--- config.mk ---
export PLATFORM = sky130hd
export DESIGN_NAME = io_port_ctrl_flat
export DESIGN_NICKNAME = d
export VERILOG_FILES = /design/src/rtl/io_port_ctrl_if.sv /design/src/rtl/io_port_ctrl.sv /design/src/flat_wrapper.sv
export SDC_FILE = /design/constraint.sdc
export NUM_CORES = 1
export LEC_CHECK = 0
export BUFFER_PORTS_ARGS = -buffer_cell sky130_fd_sc_hd__buf_2
export CORE_UTILIZATION = 35
export CTS_CLUSTER_SIZE = 28
export DETAILED_ROUTE_END_ITERATION = 16
export GPL_TIMING_DRIVEN = 0
export PLACE_DENSITY = 0.56
export SYNTH_ARGS = -nofsm -noshare
export SYNTH_HDL_FRONTEND = slang
export SYNTH_SLANG_ARGS = --single-unit
--- constraint.sdc ---
create_clock -name clk_in -period 3.9 [get_ports clk_in]
set_input_delay 0.39 -clock clk_in [delete_from_list [all_inputs] [get_ports clk_in]]
set_output_delay 0.39 -clock clk_in [all_outputs]
set_load 0.02 [all_outputs]
--- src/rtl/io_port_ctrl_if.sv ---
// CPU-side byte bus for the I/O endpoint: access qualifier, select, direction,
// write data, registered read data and the TX almost-full back-pressure flag.
interface io_port_ctrl_if;
  logic       io_en;
  logic [2:0] io_sel;
  logic       io_wr;
  logic [7:0] io_din;
  logic [7:0] io_dout;
  logic       io_buffer_full;

  modport master (
    output io_en, io_sel, io_wr, io_din,
    input  io_dout, io_buffer_full
  );

  modport slave (
    input  io_en, io_sel, io_wr, io_din,
    output io_dout, io_buffer_full
  );
endinterface

--- src/rtl/io_port_ctrl.sv ---
// Memory-mapped I/O endpoint: UART TX/RX byte FIFOs, cycle counter with snapshot
// reads, and the program-stop sequencer. Define IO_DROP_CNT_EN to add dbg_drop_cnt.
module io_port_ctrl #(
  parameter int unsigned TX_DEPTH_LOG2 = 4,
  parameter int unsigned RX_DEPTH_LOG2 = 4,
  parameter int unsigned FULL_MARGIN   = 2
) (
  input  logic                clk_in,
  input  logic                rst_in,
  input  logic                rdy_in,
  io_port_ctrl_if.slave       io,
  output logic [7:0]          tx_data,
  output logic                tx_valid,
  input  logic                tx_ready,
  input  logic [7:0]          rx_data,
  input  logic                rx_valid,
  output logic                program_end
`ifdef IO_DROP_CNT_EN
  ,
  output logic [15:0]         dbg_drop_cnt
`endif
);

  localparam int unsigned TXN = 1 << TX_DEPTH_LOG2;
  localparam int unsigned RXN = 1 << RX_DEPTH_LOG2;
  localparam logic [TX_DEPTH_LOG2+1:0] TX_THRESH = (TX_DEPTH_LOG2+2)'(TXN - FULL_MARGIN);

  typedef enum logic [1:0] {ST_RUN, ST_DRAIN, ST_NUL, ST_DONE} state_t;
  state_t state, state_nxt;

  logic [7:0]             tx_mem [TXN];
  logic [TX_DEPTH_LOG2:0] tx_wr_ptr, tx_rd_ptr;
  logic [7:0]             rx_mem [RXN];
  logic [RX_DEPTH_LOG2:0] rx_wr_ptr, rx_rd_ptr;
  logic [31:0]            counter, snapshot;
  logic [7:0]             rd_byte;

  logic access, wr_acc, rd_acc, stop_req;
  logic tx_empty, tx_full, tx_push_req, tx_push, tx_pop;
  logic rx_empty, rx_full, rx_push, rx_pop;
  logic [TX_DEPTH_LOG2:0]   tx_cnt;
  logic [TX_DEPTH_LOG2+1:0] tx_cnt_nxt;

  assign access   = io.io_en && rdy_in;
  assign wr_acc   = access && io.io_wr && (state == ST_RUN);
  assign rd_acc   = access && !io.io_wr;
  assign stop_req = wr_acc && (io.io_sel == 3'd4);

  // Full/empty from pointer MSBs; equal low bits with differing MSB means full.
  assign tx_empty = (tx_wr_ptr == tx_rd_ptr);
  assign tx_full  = (tx_wr_ptr[TX_DEPTH_LOG2] != tx_rd_ptr[TX_DEPTH_LOG2]) &&
                    (tx_wr_ptr[TX_DEPTH_LOG2-1:0] == tx_rd_ptr[TX_DEPTH_LOG2-1:0]);
  assign tx_cnt   = tx_wr_ptr - tx_rd_ptr;

  assign tx_pop      = tx_ready && !tx_empty;
  assign tx_push_req = wr_acc && (io.io_sel == 3'd0) && (io.io_din != 8'h00);
  assign tx_push     = tx_push_req && (!tx_full || tx_pop);
  assign tx_cnt_nxt  = (TX_DEPTH_LOG2+2)'(tx_cnt) + (TX_DEPTH_LOG2+2)'(tx_push)
                     - (TX_DEPTH_LOG2+2)'(tx_pop);

  assign tx_valid    = !tx_empty || (state == ST_NUL);
  assign tx_data     = tx_empty ? 8'h00 : tx_mem[tx_rd_ptr[TX_DEPTH_LOG2-1:0]];
  assign program_end = (state == ST_DONE);

  assign rx_empty = (rx_wr_ptr == rx_rd_ptr);
  assign rx_full  = (rx_wr_ptr[RX_DEPTH_LOG2] != rx_rd_ptr[RX_DEPTH_LOG2]) &&
                    (rx_wr_ptr[RX_DEPTH_LOG2-1:0] == rx_rd_ptr[RX_DEPTH_LOG2-1:0]);
  assign rx_push  = rx_valid && !rx_full;
  assign rx_pop   = rd_acc && (io.io_sel == 3'd0) && !rx_empty;

  always_comb begin
    state_nxt = state;
    case (state)
      ST_RUN:   if (stop_req) state_nxt = ST_DRAIN;
      ST_DRAIN: if (tx_empty) state_nxt = ST_NUL;
      ST_NUL:   if (tx_ready) state_nxt = ST_DONE;
      ST_DONE:  state_nxt = ST_DONE;
      default:  state_nxt = ST_RUN;
    endcase
  end

  always_comb begin
    rd_byte = '0;
    case (io.io_sel)
      3'd0:    rd_byte = rx_empty ? 8'h00 : rx_mem[rx_rd_ptr[RX_DEPTH_LOG2-1:0]];
      3'd4:    rd_byte = counter[7:0];
      3'd5:    rd_byte = snapshot[15:8];
      3'd6:    rd_byte = snapshot[23:16];
      3'd7:    rd_byte = snapshot[31:24];
      default: rd_byte = '0;
    endcase
  end

  always_ff @(posedge clk_in) begin
    if (tx_push) tx_mem[tx_wr_ptr[TX_DEPTH_LOG2-1:0]] <= io.io_din;
    if (rx_push) rx_mem[rx_wr_ptr[RX_DEPTH_LOG2-1:0]] <= rx_data;
  end

  always_ff @(posedge clk_in) begin
    if (!rst_in) begin
      state             <= ST_RUN;
      tx_wr_ptr         <= '0;
      tx_rd_ptr         <= '0;
      rx_wr_ptr         <= '0;
      rx_rd_ptr         <= '0;
      counter           <= '0;
      snapshot          <= '0;
      io.io_dout        <= '0;
      io.io_buffer_full <= 1'b0;
    end else begin
      state             <= state_nxt;
      io.io_buffer_full <= (tx_cnt_nxt >= TX_THRESH);
      if (tx_push) tx_wr_ptr <= tx_wr_ptr + 1'b1;
      if (tx_pop)  tx_rd_ptr <= tx_rd_ptr + 1'b1;
      if (rx_push) rx_wr_ptr <= rx_wr_ptr + 1'b1;
      if (rx_pop)  rx_rd_ptr <= rx_rd_ptr + 1'b1;
      if (rdy_in && (state == ST_RUN)) counter <= counter + 32'd1;
      if (rd_acc) io.io_dout <= rd_byte;
      if (rd_acc && (io.io_sel == 3'd4)) snapshot <= counter;
    end
  end

`ifdef IO_DROP_CNT_EN
  logic        tx_drop, rx_drop;
  logic [16:0] drop_sum;

  assign tx_drop  = tx_push_req && !tx_push;
  assign rx_drop  = rx_valid && rx_full;
  assign drop_sum = {1'b0, dbg_drop_cnt} + 17'(tx_drop) + 17'(rx_drop);

  always_ff @(posedge clk_in) begin
    if (!rst_in) dbg_drop_cnt <= '0;
    else         dbg_drop_cnt <= drop_sum[16] ? 16'hFFFF : drop_sum[15:0];
  end
`endif

endmodule

--- src/flat_wrapper.sv ---
// flat-port wrapper written by rule: the top's interface ports become plain ports
module io_port_ctrl_flat 
#(
  parameter int unsigned TX_DEPTH_LOG2 = 4,
  parameter int unsigned RX_DEPTH_LOG2 = 4,
  parameter int unsigned FULL_MARGIN   = 2
)
  (clk_in, rst_in, rdy_in, tx_data, tx_valid, tx_ready, rx_data, rx_valid, program_end, io_io_en, io_io_sel, io_io_wr, io_io_din, io_io_dout, io_io_buffer_full);
  io_port_ctrl_if io_i ();
  input  logic clk_in;
  input  logic rst_in;
  input  logic rdy_in;
  output logic [7:0] tx_data;
  output logic tx_valid;
  input  logic tx_ready;
  input  logic [7:0] rx_data;
  input  logic rx_valid;
  output logic program_end;
  input wire logic [$bits(io_i.io_en)-1:0] io_io_en;
  input wire logic [$bits(io_i.io_sel)-1:0] io_io_sel;
  input wire logic [$bits(io_i.io_wr)-1:0] io_io_wr;
  input wire logic [$bits(io_i.io_din)-1:0] io_io_din;
  output wire logic [$bits(io_i.io_dout)-1:0] io_io_dout;
  output wire logic [$bits(io_i.io_buffer_full)-1:0] io_io_buffer_full;
  assign io_i.io_en = io_io_en;
  assign io_i.io_sel = io_io_sel;
  assign io_i.io_wr = io_io_wr;
  assign io_i.io_din = io_io_din;
  assign io_io_dout = io_i.io_dout;
  assign io_io_buffer_full = io_i.io_buffer_full;
  io_port_ctrl #(.TX_DEPTH_LOG2(TX_DEPTH_LOG2), .RX_DEPTH_LOG2(RX_DEPTH_LOG2), .FULL_MARGIN(FULL_MARGIN)) u_core (.clk_in(clk_in), .rst_in(rst_in), .rdy_in(rdy_in), .io(io_i), .tx_data(tx_data), .tx_valid(tx_valid), .tx_ready(tx_ready), .rx_data(rx_data), .rx_valid(rx_valid), .program_end(program_end));
endmodule
* Word-level counts from Yosys, hierarchy flattened *
Memories as Yosys holds them, arrays and structs flattened. A register that Yosys moved wholly into a read port is not among the register bits.
Index checks and enable logic that the tools add are counted.

storage, ports and cells
  output and inout bits = 19
  memories kept = 2
  register bits after elaboration = 95
  logic and storage cells = 78
  memory bits (writable) = 256
  input bits = 26

memory list
  memory         depth  width  read ports  clocked after Yosys merged registers in  wr ports  line                text
  u_core.rx_mem  16     8      1           1                                        1         io_port_ctrl.sv:33  logic [7:0] rx_mem [RXN];
  u_core.tx_mem  16     8      1           1                                        1         io_port_ctrl.sv:31  logic [7:0] tx_mem [TXN];

operators by class
  add/subtract/negate cells = 8
  eq/ne operators = 16
  magnitude comparators = 1
  reduce and logical (&&, ||, !) cells = 27
  mux-type cells = 15

operators by type and width
  cell                     number
  $pmux W8 S5              1
  $add A32 B1 Y32 const B  1
  $add A5 B1 Y5 const B    4
  $logic_and A1 B1 Y1      16
  $mux W4                  4
  $mux W8                  2
  $eq A3 B3 Y1 const B     4
  $eq A5 B5 Y1             2
  $eq A4 B4 Y1             2
  $pmux W2 S4              1
  $reduce_bool A8 Y1       1
  $add A5 B1 Y6            1
  $ge A6 B4 Y1 const B     1
  $mux W2                  3
  $sub A6 B1 Y6            1
  $logic_not A1 Y1         5
  $sub A5 B5 Y5            1
  $eq A2 B2 Y1 const B     2
  $mux W1                  4
  $ne A2 B1 Y1 const B     2
  $logic_not A3 Y1         1
  $reduce_and A3 Y1        1
  $eq A2 B1 Y1 const B     1
  $logic_not A2 Y1         1
  3 further kinds          5

* Logic depth before layout (Yosys ltp) *
  depth in word-level cells = 9
  depth in mapped cells = 14
  depth with buffers taken out = 14

* Worst setup path before layout *
No wires, ideal clock.

  path type = flip-flop to flip-flop
  from = reg u_core.tx_rd_ptr[1]
  to = reg u_core.io.io_buffer_full
  required time = 3.780 ns
  cell stages (with the launch flop) = 15
  period minus slack after synthesis = 2.891 ns
  buffers on the path = 0
  data arrival time = 2.771 ns
  slack = 1.009 ns
  setup time = 0.120 ns
  cell sequence = dfxtp_1 -> inv_1 -> ha_1 -> and4_1 -> a21oi_1 -> nand2_1 -> o21ai_0 -> ha_1 -> inv_1 -> fa_1 -> inv_1 -> a21o_1 -> a21oi_1 -> xnor2_1 -> o31a_1

between the ends
  word-level cells in the longest chain between the ends = 8
  elaborated cells on any way between the ends = 12
  classes of those cells = add/sub: 3; order compare: 1; eq/ne: 2; reduce/logical: 6

RTL lines
  element                                                line                   text
  from (decl)                                            io_port_ctrl.sv:32     logic [TX_DEPTH_LOG2:0] tx_wr_ptr, tx_rd_ptr;
  from (signal assigned)                                 io_port_ctrl.sv:114    if (tx_pop) tx_rd_ptr <= tx_rd_ptr + 1'b1;
  branches (longest 6 deep; another with $add A5 B1 Y6)  -
  $sub A6 B1 Y6 *                                        io_port_ctrl.sv:59     - (TX_DEPTH_LOG2+2)'(tx_pop);
  $ge A6 B4 Y1 *                                         io_port_ctrl.sv:112    io.io_buffer_full <= (tx_cnt_nxt >= TX_THRESH);
  to (signal assigned)                                   io_port_ctrl.sv:112
  to (decl)                                              io_port_ctrl_if.sv:18  output io_dout, io_buffer_full

Mark *: on every way between the ends.
A chain may end at the register's enable or synchronous reset.

* Worst setup path after layout *
  from = reg u_core.tx_rd_ptr[2]
  to = reg u_core.io.io_buffer_full

The elaborated chain is that of the path after synthesis.

==> impl_results.md <==
* Num ports at 45
* Final period utilization at 84.2%
* Post-synthesis cell area at 14,400 um^2
* Top cells by area, synth: edfxtp_1 (53%), dfxtp_1 (13%), mux4_2 (13%), xnor2_1 (2.3%), nand2_1 (2.3%)
* Synth Flop Type: edfxtp_1
* Max Freq at 305 MHz
* CP Max Fanout at 7
* GRT Util Overall at 15.4%
* # fillers at 3,704
* DIE HEIGHT at 205 um
* Final Setup Violations at 0
* DRC Markers at 0
* Crit Path Class: flop to flop
* Root Buffer: clkbuf_16
* Synth Net Count at 991
* Vias in the first global route at about 8.0k
* Static Leak at 0.00525 uW
* DR iter-0 viols at 549
* Clock Skews at 0.0214 ns
* First-pass GRT wire length at 48,200 um
* Starting Density at between 30% and 40%
* Setup_tns at 0 ns
* Cell mode on critical path: inv_1
* Gate Count Post-Synth at 943
* Final Hold Fails at 0
* Compound-Gate Fraction of Synth Area at 4.10%
* Die X at 205 um
* Synth unique cells at 48
* CP endpoint kind: flop
* Mux cell area share after synthesis at between 10% and 20%
* Placeable Area at 40,200 um^2
* Vias per cell at just over 5
* Worst-Margin Slew at between 1 and 1.5 ns
* I/O Buffers at 44
* Synth area leader: edfxtp_1
* WL per Instance at ~20 um
* Clock sink total at around 350
* Die ar. at 42,000 um^2
* Vias at roughly 8k
* Final ANT Viol Nets at 0
* Crit path DAT at 3.70 ns
* Gr ovfl total at 0
* Power Total at 7670 uW
* #FFs+latches synth at 351
* Pin count of the biggest net entering global routing at 18
* CTS resizes at 0
* Area growth from synthesis to layout at 14.4%
* Commonest cells in the netlist: edfxtp_1 (256), dfxtp_1 (95), nand2_1 (87)
* Layout cells sized above 1 at 18.8%
* Largest family of logic cells by synthesized area: multiplexers
* Max_cap viols at 0
* Worst-skew pair later-pin latency at 0.54 ns
* CTS Hold Bufs at 0
* Maximum VDD drop at 0.000276 V
* Gp weighted congestion at 0.813
* Async SR Flop Fraction at 0%
* Register area share after synthesis at 66.6%
* Outcome: finished, final reports clean
* Ant diodes at 0
* Synth Area in Simple Gates at 9.15%
* CP max stage cell: a21oi_1
* Largest stage delay, worst path at 0.48 ns
* Startpoint Class: flop
* RSZ-0062 raised after global routing: false
* Synth top area share at between 50 and 60%
* Final wirelength at 31,700 um
* CTS Buffer Depth at 3
* Max Slew Vio Count at 0
* Initial antenna violation count at 0
* CTS buffer count at 38
* Post-CTS Setup Bufs at 0
* H-tree lvl count at 2
* DP HPWL at 21,100 um
* Count leader, synth: edfxtp_1
* Worst-path clk slew at 0.06 ns
* TritonRoute pass-1 iters at 5
* Crit-path cells: inv_1 -> ha_1 -> and4_1 -> a21oi_1 -> nand2_1 -> o21ai_0 -> ha_1 -> inv_1 -> fa_1 -> inv_1 -> a21o_1 -> a21oi_1 -> xnor2_1 -> o31a_1
* Num rows at 73
* Max transition margin at 11.9%
* CTS tree: done
* Required time at the worst-slack endpoint at 4.32 ns
* Post-Synth Adder-Cell Area at 2.02%
* Post-synth EDFFs at between 200 and 300
* Synth Area per Inst at roughly 15 um^2
* Final nets at 1,077
* Hold WC Path Type: input pin to flop
* Power Density at 466 nW/um^2
* Xor and xnor area share after synthesis at 2.92%
* Yosys warnings at 0
* Period minus WS final at 3.28 ns
## critical path, delay by kind of cell (launching register included)
family	cells	cell delay (ns)
XOR/XNOR	1	0.14
flip-flops	1	0.35
AND/OR/NAND/NOR	2	0.40
AO/OA/AOI/OAI	5	1.09
buffers and inverters	3	0.23
adder cells (fa/ha/maj)	3	0.95
## where the power goes
part | internal, uW | total (uW) | switching [uW]
logic | 78.1 | 231 | 153
clock network | 1960 | 3400 | 1440
registers | 4030 | 4040 | 14.4
## sequential cells by signal, summed over array words and instances, names as in the netlist, named ones only
name	flops
u_core.io.io_dout	8
u_core.rx_wr_ptr	5
u_core.io.io_buffer_full	1
u_core.snapshot	24
u_core.rx_rd_ptr	5
u_core.tx_rd_ptr	5
u_core.tx_wr_ptr	5
u_core.tx_mem	128
u_core.state	2
u_core.counter	32
u_core.rx_mem	128
## metal layers
layer  GRT usage [%]  vias to the layer above  share of wire (%)
met5               0                        -                  0
met4            5.01                        0                2.4
met3            2.75                       50                5.1
met2            24.4                      196                 47
met1            21.4                     4024                 46
li1                -                     3764                  -
## cell type report
class                           instances  area (um^2)  share of cell area (%)
Sequential cell                       351         9590                    58.2
Multi-Input combinational cell        523         4540                    27.5
Buffer                                 43          201                    1.22
Tap cell                              525          657                    3.99
Clock inverter                         12         98.8                   0.600
Inverter                               26         97.6                   0.592
Timing Repair Buffer                   46          230                    1.40
Clock buffer                           57         1060                    6.46
## cells by family (layout without fill, tap and decap cells)
family	count (synthesis)	count (layout)
AOI/OAI and AO/OA	90	90
xor gates and xnor gates	48	48
buffers and inverters	69	184
adders and majority gates	22	22
and+or+nand+nor	274	274
muxes	89	89
DFF	351	351
## cells in the final DEF (no fill, tap or decap), drive strengths merged, types with 2 or more instances in the layout
cell type	synthesis	layout
mux2i	9	9
and4	8	8
ha	20	20
nor3b	2	2
or4	2	2
and3	6	6
a311oi	2	2
mux4	80	80
a221o	7	7
nor2	75	75
clkinv	0	9
fa	2	2
nor3	18	18
or3	5	5
nor4	12	12
a21oi	39	39
nor2b	17	17
xor2	10	10
and2	7	7
o21a	2	2
o211ai	3	3
edfxtp	256	256
a21o	5	5
xnor2	38	38
nand4	11	11
nand2b	9	9
dfxtp	95	95
inv	26	28
a22oi	16	16
buf	20	66
clkbuf	23	80
nand3	12	12
nand2	87	87
o21ai	9	9
## final timing paths
check                 startpoint                  endpoint  slack (ns)  cells after the start
max          u_core.tx_rd_ptr[2]  u_core.io.io_buffer_full        0.62                     14
max reg2reg  u_core.tx_rd_ptr[2]  u_core.io.io_buffer_full        0.62                     14
min reg2reg  u_core.snapshot[15]       u_core.snapshot[15]        0.46                      2
min                       rst_in       u_core.rx_rd_ptr[4]        0.21                      3
## through the flow
| step | worst slack (ns) | instances | cell area [um^2] | util [%] | hold WS, ns |
|---|---|---|---|---|---|
| 2_1_floorplan | 1.01 | 943 | 14400 | - | 0.433 |
| 3_3_place_gp | 0.630 | 1512 | 15300 | 38.0 | 0.440 |
| 3_5_place_dp | 0.581 | 1514 | 15300 | 38.1 | 0.448 |
| 4_1_cts | 0.597 | 1583 | 16500 | 41.0 | 0.187 |
| 5_1_grt | 0.267 | 1583 | 16500 | 41.0 | 0.213 |
| 6_report | 0.617 | 1583 | 16500 | 41.0 | 0.213 |
No activity file was read; power rests on OpenSTA's default activity.
